`config.mk`:
```
export PLATFORM = sky130hd
export DESIGN_NAME = fetch_unit
export DESIGN_NICKNAME = d
export VERILOG_FILES = /design/src/rtl/fetch_unit.sv
export SDC_FILE = /design/constraint.sdc
export NUM_CORES = 1
export LEC_CHECK = 0
export ABC_CLOCK_PERIOD_IN_PS = 2710
export BUFFER_PORTS_ARGS = -buffer_cell sky130_fd_sc_hd__buf_2
export CAP_MARGIN = 30
export CELL_PAD_IN_SITES_DETAIL_PLACEMENT = 2
export CELL_PAD_IN_SITES_GLOBAL_PLACEMENT = 2
export CORE_MARGIN = 4
export CORE_UTILIZATION = 29
export DETAILED_ROUTE_END_ITERATION = 12
export PLACE_DENSITY_LB_ADDON = 0.12
export SLEW_MARGIN = 20
export SYNTH_ARGS = -nofsm -noshare
export SYNTH_HDL_FRONTEND = slang
export SYNTH_SLANG_ARGS = --single-unit
```
`constraint.sdc`:
```
create_clock -name clk -period 2.71 [get_ports clk]
set_input_delay 0.271 -clock clk [delete_from_list [all_inputs] [get_ports clk]]
set_output_delay 0.271 -clock clk [all_outputs]
set_load 0.005 [all_outputs]
```
`src/rtl/fetch_unit.sv`:
```
// Instruction fetch stage: issues imem requests, buffers a word across decode stalls,
// and squashes or drops in-flight fetches when a redirect arrives.
module fetch_unit #(
  parameter int                 PC_BITS  = 32,
  parameter int                 IR_BITS  = 32,
  parameter logic [PC_BITS-1:0] RESET_PC = PC_BITS'(32'h0000_3000)
) (
  input  logic               clk,
  input  logic               rst,
  input  logic               stall_in,
  input  logic               redirect_valid,
  input  logic [PC_BITS-1:0] redirect_pc,
  output logic               imem_req,
  output logic [PC_BITS-1:0] imem_addr,
  input  logic               imem_ack,
  input  logic [IR_BITS-1:0] imem_rdata,
  output logic               if_id_load,
  output logic               if_id_zero,
  output logic [PC_BITS-1:0] pc_out,
  output logic [IR_BITS-1:0] ir_out
);

  localparam logic [1:0] BOOT  = 2'd0;
  localparam logic [1:0] FETCH = 2'd1;
  localparam logic [1:0] HOLD  = 2'd2;
  localparam logic [1:0] DROP  = 2'd3;

  logic [1:0]         state_q, state_d;
  logic [PC_BITS-1:0] pc_q, pc_d;
  logic [PC_BITS-1:0] addr_hold_q, addr_hold_d;
  logic [IR_BITS-1:0] ir_buf_q, ir_buf_d;
  logic [PC_BITS-1:0] redirect_aligned;
  logic [PC_BITS-1:0] pc_next;

  assign redirect_aligned = redirect_pc & ~PC_BITS'(3);
  assign pc_next          = pc_q + PC_BITS'(4);
  assign pc_out           = pc_q;

  always_comb begin
    state_d     = state_q;
    pc_d        = pc_q;
    addr_hold_d = addr_hold_q;
    ir_buf_d    = ir_buf_q;
    imem_req    = 1'b0;
    imem_addr   = pc_q;
    if_id_load  = 1'b0;
    if_id_zero  = 1'b0;
    ir_out      = ir_buf_q;

    // DROP keeps presenting the abandoned address so the memory handshake stays stable
    if (state_q == FETCH) begin
      imem_req = 1'b1;
    end else if (state_q == DROP) begin
      imem_req  = 1'b1;
      imem_addr = addr_hold_q;
    end

    if (redirect_valid) begin
      if_id_zero = !rst;
      pc_d       = redirect_aligned;
      ir_buf_d   = '0;
      case (state_q)
        FETCH: begin
          if (!imem_ack) begin
            addr_hold_d = pc_q;
            state_d     = DROP;
          end
        end
        // An ack arriving alongside the redirect retires the abandoned request
        DROP:    state_d = imem_ack ? FETCH : DROP;
        default: state_d = FETCH;
      endcase
    end else begin
      case (state_q)
        BOOT: state_d = FETCH;
        FETCH: begin
          if (imem_ack && !stall_in) begin
            if_id_load = 1'b1;
            ir_out     = imem_rdata;
            pc_d       = pc_next;
          end else if (imem_ack) begin
            ir_buf_d = imem_rdata;
            state_d  = HOLD;
          end
        end
        HOLD: begin
          if (!stall_in) begin
            if_id_load = 1'b1;
            pc_d       = pc_next;
            state_d    = FETCH;
          end
        end
        default: begin
          if (imem_ack) state_d = FETCH;
        end
      endcase
    end
  end

  always_ff @(posedge clk or posedge rst) begin
    if (rst) begin
      state_q     <= BOOT;
      pc_q        <= RESET_PC;
      addr_hold_q <= '0;
      ir_buf_q    <= '0;
    end else begin
      state_q     <= state_d;
      pc_q        <= pc_d;
      addr_hold_q <= addr_hold_d;
      ir_buf_q    <= ir_buf_d;
    end
  end

endmodule

```
Yosys cells after proc, flatten, opt, wreduce, memory -nomap -nowiden
Index checks and enable logic that the tools add are counted.
W data, S select, Z words.

storage, ports and cells
  flip-flop bits (word level) = 98
  input bits = 69
  output and inout port bits = 99
  word-level logic and storage cells = 56

cells by class
  add/sub/neg operators = 1
  equality and inequality tests = 9
  muxes and demuxes = 29
  bitwise gates (word level) = 1
  reductions and logical operators = 12

operator list
  cell                     count
  $mux W32                 12
  $pmux W32 S2             1
  $add A32 B3 Y32 const B  1
  $mux W2                  7
  $ne A3 B3 Y1 const B     4
  $reduce_and A3 Y1        3
  $mux W1                  6
  $pmux W2 S3              1
  $reduce_and A5 Y1        1
  $eq A2 B2 Y1 const B     2
  $pmux W2 S2              1
  $reduce_bool A2 Y1       2
  $reduce_bool A4 Y1       1
  $ne A3 B2 Y1 const B     1
  $reduce_bool A3 Y1       1
  $eq A2 B1 Y1 const B     1
  $logic_not A1 Y1         2
  $logic_not A2 Y1         1
  $ne A2 B2 Y1 const B     1
  $pmux W1 S2              1
  $logic_and A1 B1 Y1      1
  $not A1 Y1               1

Logic depth before layout (Yosys ltp)
  word-level depth = 5
  gate-level depth with buffers = 9
  mapped depth without buffers = 7

Least setup slack after synthesis
OpenSTA, ideal clock, no wires.

  path type = register -> output
  start point = register state_q[1]
  end point = output ir_out[0]
  data arrival time = 1.888 ns
  required time = 2.439 ns
  slack = 0.551 ns
  cell stages (with the launch flop) = 8
  path buffers = 2
  cells stage by stage = dfrtp_1 -> inv_1 -> ha_1 -> buf_4 -> nand2b_1 -> nor3b_1 -> buf_2 -> mux2_2

between the ends
  cells in the longest elaborated chain, start to end = 3

ends and longest elaborated chain
  what                    line  source
  start, declared         28    logic [1:0] state_q, state_d;
  start signal, assigned  107   state_q <= state_d;
  $eq A2 B1 Y1            74    case (state_q)
  $mux W32                74
  $mux W32                58    if (redirect_valid) begin
  end, declared           20    output logic [IR_BITS-1:0] ir_out

Every way passes these cells.

Final worst setup path
  start point = register state_q[1]
  end point = output ir_out[11]

The elaborated chain is that of the path after synthesis.

==> out/qor.yml <==
outcome:
  status: "completed"
sta:
  setup_slack_ps: 131
  finalCritPeriodShare: 0.952
  hold_viol_final: 0
  drv_slew: 0
  rsz0062_at_grt: "false"
  clock.fmax_mhz: 388
  post-route-min-period_ps: 2580
  setup_viol: 0
  setup_tns_ps: 0
  tightest_slew_ps: 764
  fin_skew_ps: 4.63
  maxSlewHeadroom: 0.490
layout:
  area_delta_synth_final_pct: 27.8
  layout.cells.most_common: "buf_2"
  final_cell_mix: "buf_2, mux2_2, dfrtp_1, nand2_1, a22o_1"
  fin_nets: 664
  num_antenna_cells: 0
  drive_gt1_frac: 0.518
floorplanning:
  core-area_sq_mm: 0.0168
  io_pins: 168
  initial_core_util: 0.300
  die_area_sq_mm: 0.0195
  rows: 47
  die_w_microns: 140
  die_h_microns: 140
detailed_routing:
  vias: 4012
  drt_first_pass_iters: 3
  detail-route-antenna-nets: 0
  vias_per_cell: 4.92
  wl_per_cell_microns: 18.3
  drc_errors: 0
  totalWireLength_microns: 14900
  drtIter0Drc: 135
pwr:
  intPower_mw: 3.40
  p_seq_frac: 0.394
  comb_power_share: 0.355
  switching_share: 0.312
  p_leak_nw: 3.06
  power_switching_mw: 1.54
  clkPwrFrac: 0.251
  p_per_area_mw_per_mm2: 771
  irDropWorstVdd_v: 0.000301
synthesis:
  netlist_area_sq_mm: 0.00502
  syn_inst: 432
  synth_top_family_by_area: "multiplexers"
  ys_seq_area_frac: 0.469
  yosysWarnings: 0
  ys_seq_elements: 94
  synth_xor_xnor_area_share: 0.0471
  syn_area_per_cell_sq_um: 11.6
  async_reset_ff_frac: 1.00
  synth_area_leader_cell: "dfrtp_1"
  synth_flop_cell: "dfrtp_1"
  muxShareOfSynthArea: 0.222
  synth-compound-area-share: 0.0914
  synth-edff-count: 0
  yosysTopAreaCellShare: 0.458
  synth.top_cells.by_area: "dfrtp_1, mux2_2, a22o_1, nand2_1, xor2_1"
  synth-simple-area-share: 0.124
  ys_types: 45
  synthAdderAreaFrac: 0.0125
worst_setup_path:
  path_cells: "inv_1 > ha_2 > nand2b_1 > nor3b_4 > buf_12 > mux2_2 > buf_2"
  reg2reg_depth: 7
  cp.required_ps: 2440
  worst_r2r_startpoint: "state_q[1]$_DFFE_PP0P_"
  worstSetupEndpointType: "output pin"
  reg2reg_to: "pc_out[20]$_DFFE_PP0P_"
  cp.arrival_ps: 2310
  max_stage_delay_ps: 420
  cp_max_fo: 27
  cp_slowest_cell: "dfrtp_1"
  rrSetupSlack_ps: 420
  start_kind: "register"
  crit_type: "reg -> out"
clock_tree:
  cts_buffers: 9
  clock_latency_ps: 340
  clkSlewWorstSetupHoldPaths_ps: 70
  clockBufferDepth: 2
  numClockSinks: 94
  htreeDepth: 3
  cts-root-buf: "clkbuf_16"
  cts.hold.buffers_added: 0
  cts_tree: "built"
placement:
  dp_hpwl_microns: 10900
  place_congestion: 0.712
  io_buffers: 161
  dp_slack_ps: 360
job:
  drv_cap: 0
grt:
  first_global_vias: 4615
  antenna_found_initial: 0
  grt_usage: 0.156
  overflow: 0
  grt_max_degree: 35
  grt_pass1_wl_microns: 24700
hold_path:
  hold_path_class: "in -> async"
[cells in the mapped netlist, types with 2 or more instances]
| library cell | n |
|---|---|
| and2_1 | 3 |
| ha_1 | 5 |
| dfstp_2 | 2 |
| buf_2 | 5 |
| nor3b_1 | 3 |
| buf_1 | 4 |
| nor2b_1 | 4 |
| xor2_1 | 14 |
| a22o_1 | 32 |
| and3_1 | 4 |
| clkbuf_1 | 16 |
| nor2_1 | 6 |
| mux2_2 | 95 |
| nor4_2 | 4 |
| nor4_1 | 3 |
| o21ai_0 | 24 |
| and4_4 | 2 |
| buf_4 | 6 |
| o21ai_1 | 3 |
| a21oi_1 | 4 |
| nand3_1 | 9 |
| nand4_1 | 7 |
| mux2i_1 | 3 |
| dfrtp_1 | 92 |
| nor3_1 | 3 |
| xnor2_1 | 13 |
| inv_1 | 3 |
| nand4_4 | 2 |
| nand2_1 | 45 |
[metrics by stage]
| step | cells | hold slack, ps | cell area (sq um) | utilization | total power [mW] |
|---|---|---|---|---|---|
| after global placement | 799 | 450 | 6120 | 0.365 | 3.70 |
| after CTS | 815 | 91.7 | 6410 | 0.382 | 5.05 |
| after floorplan | 435 | 386 | 5040 | - | 3.02 |
| after global routing | 815 | 112 | 6420 | 0.383 | 5.29 |
| final | 815 | 73.1 | 6420 | 0.383 | 4.95 |
| after detailed placement | 799 | 472 | 6120 | 0.365 | 3.77 |
[registers in the layout, summed over array words and instances (netlist names)]
| signal | cells |
|---|---|
| pc_out | 30 |
| addr_hold_q | 30 |
| ir_buf_q | 32 |
| state_q | 2 |
[power groups by stage]
stage | registers (mW) | clock network [mW] | logic, mW
2_1_floorplan | 1.90 | 0 | 1.12
3_3_place_gp | 1.95 | 0 | 1.75
3_5_place_dp | 1.98 | 0 | 1.79
4_1_cts | 1.96 | 1.29 | 1.80
5_1_grt | 2.00 | 1.34 | 1.95
6_report | 1.95 | 1.24 | 1.76
[worst max path at each step]
stage	startpoint	to	slack, ps	cells after the start
finish	state_q[1]$_DFFE_PP0P_	ir_out[11]	130	7
global route	state_q[1]$_DFFE_PP0P_	ir_out[25]	8	7
CTS	state_q[1]$_DFFE_PP0P_	ir_out[16]	9	7
detailed placement	state_q[1]$_DFFE_PP0P_	pc_out[30]$_DFFE_PP0P_	360	7
global placement	state_q[1]$_DFFE_PP0P_	pc_out[20]$_DFFE_PP0P_	380	7
floorplan	state_q[1]$_DFFE_PP0P_	ir_out[0]	550	7
[critical path, delay by kind of cell (launching register included)]
| family | cells | cell delay, ps |
|---|---|---|
| flops | 1 | 420 |
| buf+inv | 3 | 460 |
| simple gates | 2 | 450 |
| fa+ha+maj | 1 | 270 |
| mux | 1 | 360 |
[area by class of cell]
type / count / area, sq um
fillers: 1802 / 10300
multi-input cells: 306 / 2540
flip-flops and latches: 94 / 2350
repair buffers: 176 / 943
well taps: 220 / 275
clock buffers: 13 / 270
clock inverters: 3 / 17.5
inverters: 3 / 15.0
[logic make-up after synthesis]
kind of cell / count (synthesis)
XOR/XNOR: 27
AND/OR/NAND/NOR: 105
adder cells (fa/ha/maj): 5
buffers and inverters: 35
multiplexers: 99
AO/OA/AOI/OAI: 66
flip-flops: 94
other: 1
[metal layers]
| metal | GRT usage | up-vias | part of all wire |
|---|---|---|---|
| met5 | 0 | - | 0 |
| met4 | 0.0474 | 0 | 0.013 |
| met3 | 0.0367 | 11 | 0.053 |
| met2 | 0.272 | 102 | 0.50 |
| met1 | 0.191 | 2034 | 0.43 |
| li1 | - | 1865 | - |
[timing repair]
| item | CTS | global route |
|---|---|---|
| setup endpoints to repair | 0 | 32 |
| resized for setup | 0 | 2 |
| setup buffers | 0 | 0 |
Power figures use the tool's default switching activity.
